`src/rtl/bit_serializer_pkg.sv`:
```
// Shared definitions for bit_serializer: state encoding, default word width and
// the frame-length helper (data bits plus an optional even-parity bit).
// Optional feature macro: BIT_SERIALIZER_PARITY_EN.
package bit_serializer_pkg;

    typedef enum logic {
        IDLE  = 1'b0,
        SHIFT = 1'b1
    } state_t;

    localparam int DEFAULT_WIDTH = 8;

    // Number of serial bits emitted per accepted word.
    function automatic int FRAME_LEN(input int width);
`ifdef BIT_SERIALIZER_PARITY_EN
        return width + 1;
`else
        return width;
`endif
    endfunction

endpackage

```
`src/rtl/bit_serializer.sv`:
```
// Parallel-to-serial front end feeding the "1101" sequence detector.
// Latency: first bit on ser_out the cycle after the handshake; back-to-back words with no gap.
// Backpressure: data_ready high in IDLE and on the final bit of a frame only; upstream holds data otherwise.
//
// Ports:
//   clk, reset          single clock, asynchronous active-high reset
//   data_in/_valid/_ready  word input handshake (word sampled on data_valid && data_ready)
//   ser_out, ser_valid  serial bit stream and its qualifier
//   last                current ser_out bit is the final bit of the frame
// Optional feature macro: BIT_SERIALIZER_PARITY_EN appends an even-parity bit to each frame.
module bit_serializer
    import bit_serializer_pkg::*;
#(
    parameter int WIDTH     = DEFAULT_WIDTH,
    parameter int MSB_FIRST = 1
) (
    input  logic             clk,
    input  logic             reset,
    input  logic [WIDTH-1:0] data_in,
    input  logic             data_valid,
    output logic             data_ready,
    output logic             ser_out,
    output logic             ser_valid,
    output logic             last
);

    localparam int FRAME = FRAME_LEN(WIDTH);
    localparam int CW    = $clog2(WIDTH + 1);
    localparam logic [CW-1:0] LAST_IDX = CW'(FRAME - 1);

    state_t           state_q, state_d;
    logic [CW-1:0]    cnt_q, cnt_d;
    logic [FRAME-1:0] sreg_q, sreg_d;
    logic             ser_out_q, ser_out_d;
    logic             ser_valid_q, ser_valid_d;
    logic             last_q, last_d;

    logic [FRAME-1:0] frame_w;
    logic             at_last_w;
    logic             load_w;

    // Frame laid out in transmit order: frame_w[0] goes out first.
    always_comb begin
        frame_w = '0;
        for (int i = 0; i < WIDTH; i++) begin
            frame_w[i] = (MSB_FIRST != 0) ? data_in[WIDTH-1-i] : data_in[i];
        end
`ifdef BIT_SERIALIZER_PARITY_EN
        frame_w[WIDTH] = ^data_in;
`endif
    end

    assign at_last_w  = (state_q == SHIFT) && (cnt_q == LAST_IDX);
    assign data_ready = (state_q == IDLE) || at_last_w;
    assign load_w     = data_valid && data_ready;

    // The first bit goes straight into the output register on load; the shift
    // register only holds the bits still to come, so bit k+1 is always at sreg_q[0].
    always_comb begin
        state_d     = state_q;
        cnt_d       = cnt_q;
        sreg_d      = sreg_q;
        ser_out_d   = ser_out_q;
        ser_valid_d = ser_valid_q;
        last_d      = last_q;

        if (load_w) begin
            // Covers both the IDLE start and the gapless reload on the final bit.
            state_d     = SHIFT;
            cnt_d       = '0;
            sreg_d      = frame_w >> 1;
            ser_out_d   = frame_w[0];
            ser_valid_d = 1'b1;
            last_d      = 1'b0;
        end else if (state_q == SHIFT) begin
            if (at_last_w) begin
                state_d     = IDLE;
                cnt_d       = '0;
                sreg_d      = '0;
                ser_out_d   = 1'b0;
                ser_valid_d = 1'b0;
                last_d      = 1'b0;
            end else begin
                cnt_d     = cnt_q + CW'(1);
                sreg_d    = sreg_q >> 1;
                ser_out_d = sreg_q[0];
                last_d    = (cnt_q + CW'(1)) == LAST_IDX;
            end
        end
    end

    always_ff @(posedge clk or posedge reset) begin
        if (reset) begin
            state_q     <= IDLE;
            cnt_q       <= '0;
            sreg_q      <= '0;
            ser_out_q   <= 1'b0;
            ser_valid_q <= 1'b0;
            last_q      <= 1'b0;
        end else begin
            state_q     <= state_d;
            cnt_q       <= cnt_d;
            sreg_q      <= sreg_d;
            ser_out_q   <= ser_out_d;
            ser_valid_q <= ser_valid_d;
            last_q      <= last_d;
        end
    end

    assign ser_out   = ser_out_q;
    assign ser_valid = ser_valid_q;
    assign last      = last_q;

endmodule

```
`config.mk`:
```
export PLATFORM = sky130hd
export DESIGN_NAME = bit_serializer
export DESIGN_NICKNAME = d
export VERILOG_FILES = /design/src/rtl/bit_serializer_pkg.sv /design/src/rtl/bit_serializer.sv
export SDC_FILE = /design/constraint.sdc
export NUM_CORES = 1
export LEC_CHECK = 0
export BUFFER_PORTS_ARGS = -buffer_cell sky130_fd_sc_hd__buf_2
export CAP_MARGIN = 20
export CORE_ASPECT_RATIO = 1.75
export CORE_UTILIZATION = 35
export DETAILED_ROUTE_END_ITERATION = 7
export HOLD_SLACK_MARGIN = 0.06
export SLEW_MARGIN = 20
export SYNTH_ARGS = -nofsm -noshare
export SYNTH_HDL_FRONTEND = slang
export SYNTH_SLANG_ARGS = --single-unit
export TNS_END_PERCENT = 100
```
`constraint.sdc`:
```
create_clock -name clk -period 1.7 [get_ports clk]
set_input_delay 0.085 -clock clk [delete_from_list [all_inputs] [get_ports clk]]
set_output_delay 0.085 -clock clk [all_outputs]
set_load 0.1 [all_outputs]
```
# Word-level counts from Yosys, hierarchy flattened
# Index checks and enable logic that the tools add are counted.
[classes]
multipliers = 0
n_addsub = 1
shifts = 0
div_mod_pow = 0
order_cmp = 0
eq_ne = 2
n_reduce_logical = 6
bitwise = 1
n_mux = 18
[ops]
columns = ["op", "count"]
rows = [
  ["8-bit 2-to-1 mux", 2],
  ["1-bit 2-to-1 mux", 12],
  ["4-bit 2-to-1 mux", 3],
  ["4-bit by 3-bit == test with 1-bit output (second input constant)", 2],
  ["7-bit 2-to-1 mux", 1],
  ["4-bit by 1-bit adder with 4-bit output (second input constant)", 1],
  ["2-bit nonzero test", 2],
  ["1-bit logical AND", 2],
  ["2-bit AND reduction", 1],
  ["1-bit logical OR", 1],
  ["1-bit NOT", 1],
]
[word_totals]
ramBits = 0
in_bits = 11
regBits = 16
latchBits = 0
n_memories = 0
output_inout_bits = 4
romBits = 0
elab_cells = 34

# Longest topological paths before layout
[logic_depth]
ltp_word = 6
ltp_mapped = 5
mapped_depth_nobuf = 5

# Worst setup path after synthesis
# OpenSTA, ideal clock, no wires.
[synth_path]
path_type = "reg2out"
start = "reg cnt_q[1]"
end = "out data_ready"
arrival_ns = 1.583
path_buffers = 0
required_time_ns = 1.615
path_stages_with_launch = 5
path_slack_ns = 0.032
cell_sequence = "dfrtp_1 -> ha_1 -> nand3b_4 -> and2_1 -> inv_1"
[synth_via]
elab_chain_cells = 3
[synth_rtl]
columns = ["element", "line_no", "rtl"]
rows = [
  ["start, declared", "bit_serializer.sv:32", "logic [CW-1:0] cnt_q, cnt_d;"],
  ["start signal, assigned", "bit_serializer.sv:102", "cnt_q <= cnt_d;"],
  ["4-bit by 3-bit == test with 1-bit output", "bit_serializer.sv:53", "assign at_last_w = (state_q == SHIFT) && (cnt_q == LAST_IDX);"],
  ["1-bit logical AND", "bit_serializer.sv:53", ""],
  ["1-bit logical OR", "bit_serializer.sv:54", "assign data_ready = (state_q == IDLE) || at_last_w;"],
  ["end, declared", "bit_serializer.sv:21", "output logic data_ready,"],
]
# Every way passes these cells.

# Worst setup path after layout
[layout_path]
start = "reg state_q"
end = "out data_ready"
[layout_via]
elab_chain_cells = 2
elab_cells_between_ends = 3
classes_between = "bitwise (1); reduce/logical (2)"
[layout_rtl]
columns = ["element", "line_no", "rtl"]
rows = [
  ["start, declared", "bit_serializer.sv:31", "state_t state_q, state_d;"],
  ["start signal, assigned", "bit_serializer.sv:101", "state_q <= state_d;"],
  ["1-bit logical AND or 1-bit NOT (tied branches)", "bit_serializer.sv:53, bit_serializer.sv:54", ""],
  ["1-bit logical OR *", "bit_serializer.sv:54", ""],
]
# Mark *: on every way between the ends. The rest lies on a longest branch, timed or not.

==> metrics <==
status complete, no violations; Final Setup Violations 0; core footprint 0.00217 mm²; synthesis-to-layout area growth 28.9%; full die area 0.00257 mm²; row count 22; worst path cell trace and2_4 -> inv_1 -> buf_12; DR WL/cell 13.5 µm; Final Critical Period 1.64 ns; Worst Tran Pin Value roughly 0.66 ns; vias post-DR 692; clock sinks 15; synth warn 0; Logic pwr share 50.3%; Iteration-0 DRC Markers 16; hpwl dp 1190 µm; Max Cap Viol 0; crit-path max cell delay ~0.77 ns; Finished Core Util 49.0%; # placed instances 114; Die Wd 38.7 µm; FILL cells 213; first-pass GRT wire length between 2000 and 3000 µm; overall die height 66.3 µm; Final Hold Viols 0; fin. max-slew vios 0; Remaining Overflow, GRT 0; setup TNS 0 ns; Final nets 118; latest clock arrival within the worst-skew pair 0.28 ns; CP endpoint kind output pin; drt drc 0; largest net degree at the start of global routing 23; Tightest Hold Check Type in -> reg; maximum vdd drop 0.740 mV; Final Instance Count excl. Fillers 128; Seq/Total Area, Yosys 45.5%; Num CTS Buffers 3; post-route cell area 0.00106 mm²; via density per instance 5.41; total wire length approximately 1700 µm; worst setup skew after layout 0.00476 ns; clock slew at reported path FFs 0.09 ns; Port Buffer Count 14; Setup CP Type reg -> out; layout cells sized above 1 25.0%; antenna diode count 0; Seq cells post-synth 15; Post-DP Area 923 µm²; GPL Wtd Cong around 0.73; slowest cell on the critical path dfrtp_1; worst-path fanout max 22; Internal between 900 and 1000 µW; Initial Util 38.0%; GR Util All Layers 15.9%; switching fraction of total power 45.4%; Fmax 611 MHz; Leakage 0.000508 µW; WP data arrival 1.55 ns; Synth Instances about 80; Reg power frac 38.2%; io pins 15; Max Buffers Root-to-Sink 2; syn avg cell area between 10 and 15 µm²; cell area after synthesis roughly 830 µm²; CTS tree done; period utilization 96.2%; vias in the first global route just under 700; CP required 1.62 ns; clock root buffer clkbuf_4; htree depth 1; net switching power around 770 µW; Final ANT Viol Nets 0; post-synth cell types 31; crit path launch type register; Clock Power Share between 10% and 20%; Synth Net Count 92; initial antenna violation count 0; Slew HR ~56%; 1st-pass router iterations 5; Power Density between 1500 and 2000 mW/mm²
## logic make-up after synthesis
kind of cell | synth area share [%]
buffers and inverters | 5.76
adder cells (fa/ha/maj) | 3.03
multiplexers | 9.70
flip-flops | 45.5
AO/OA/AOI/OAI | 19.2
AND/OR/NAND/NOR | 16.8
## path summary, 6_finish.rpt
kind | startpoint | to | slack (ns) | cells past startpoint
worst min register to register | ser_valid | ser_valid | 0.53 | 2
worst max-delay path | state_q | data_ready | 0.06 | 3
min in group asynchronous | reset | cnt_q[3] | 0.40 | 3
worst min-delay path | data_valid | cnt_q[3] | 0.30 | 4
max in group asynchronous | reset | cnt_q[1] | 0.89 | 3
worst max register to register | state_q | last | 0.30 | 3
## registers in the layout, indices dropped and copies added (netlist names)
| register | cells |
|---|---|
| sreg_q | 7 |
| cnt_q | 4 |
| last | 1 |
| ser_out | 1 |
| ser_valid | 1 |
| state_q | 1 |
## power groups by stage
stage	combinational (µW)	sequential, µW	clock, µW
finish	858	652	197
global placement	787	636	0
floorplan	486	767	0
global route	925	670	230
detailed placement	806	644	0
CTS	837	652	209
## cell type report
| type | instances | area, µm² | area share [%] |
|---|---|---|---|
| clock buffer | 4 | 26.3 | 2.47 |
| inverter | 4 | 15.0 | 1.41 |
| multi-input combinational | 55 | 418 | 39.2 |
| sequential | 15 | 378 | 35.5 |
| tap | 24 | 30.0 | 2.82 |
| timing repair buffer | 26 | 198 | 18.6 |
## Yosys cell counts (all sizes together)
master	n	area, µm²
dfrtp	15	375
o21ai	11	55.1
mux2i	8	80.1
a32oi	7	61.3
inv	4	15.0
nand2	4	15.0
clkbuf	3	16.3
nand3	3	15.0
a21oi	2	10.0
buf	2	16.3
ha	2	25.0
nand2b	2	12.5
nand3b	2	27.5
nor2	2	10.0
a22o	1	8.76
and2	1	6.26
and2b	1	7.51
and4b	1	10.0
nand4	1	6.26
nand4b	1	8.76
nor2b	1	6.26
o22ai	1	6.26
o2bb2a	1	10.0
o31ai	1	7.51
or2	1	6.26
or2b	1	7.51
## critical path: cells and delay by family (launching register included)
kind          cells  cell delay [ns]
simple gates      1             0.27
buf+inv           2             0.23
flops             1             0.77
## cell usage in the layout (no fill, tap or decap), types with 2 or more instances in the layout
cell	count
a21oi_1	2
inv_1	4
clkbuf_4	3
mux2i_1	8
o21ai_0	11
nand3_1	3
a32oi_1	7
dlygate4sd3_1	9
dfrtp_2	2
buf_4	3
buf_2	13
nand2b_1	2
nand2_1	4
dfrtp_1	13
## metal layers
metal / routed length [µm] / global-route usage (%) / share of wire, %
met2: 975 / 27.9 / 56
met1: 697 / 17.1 / 40
met3: 33 / 2.02 / 1.9
met4: 22 / 9.05 / 1.3
met5: 0 / 0 / 0
## timing repair
item / in CTS / in global routing
hold buffers: 9 / 0
setup endpoints to repair: 1 / 1
pin swaps: 0 / 0
setup buffers: 0 / 1
endpoints found under the hold margin: 23 / 0
resized for setup: 4 / 1
## stage by stage
step / hold slack (ns) / total power [µW] / setup WS [ns]
2_1_floorplan: -0.0135 / 1250 / 0.0324
3_3_place_gp: 0.176 / 1420 / 0.228
3_5_place_dp: 0.171 / 1450 / 0.156
4_1_cts: 0.296 / 1700 / 0.0466
5_1_grt: 0.308 / 1820 / -0.00350
6_report: 0.298 / 1710 / 0.0644
Note: power is estimated with default switching activity, not from simulation.
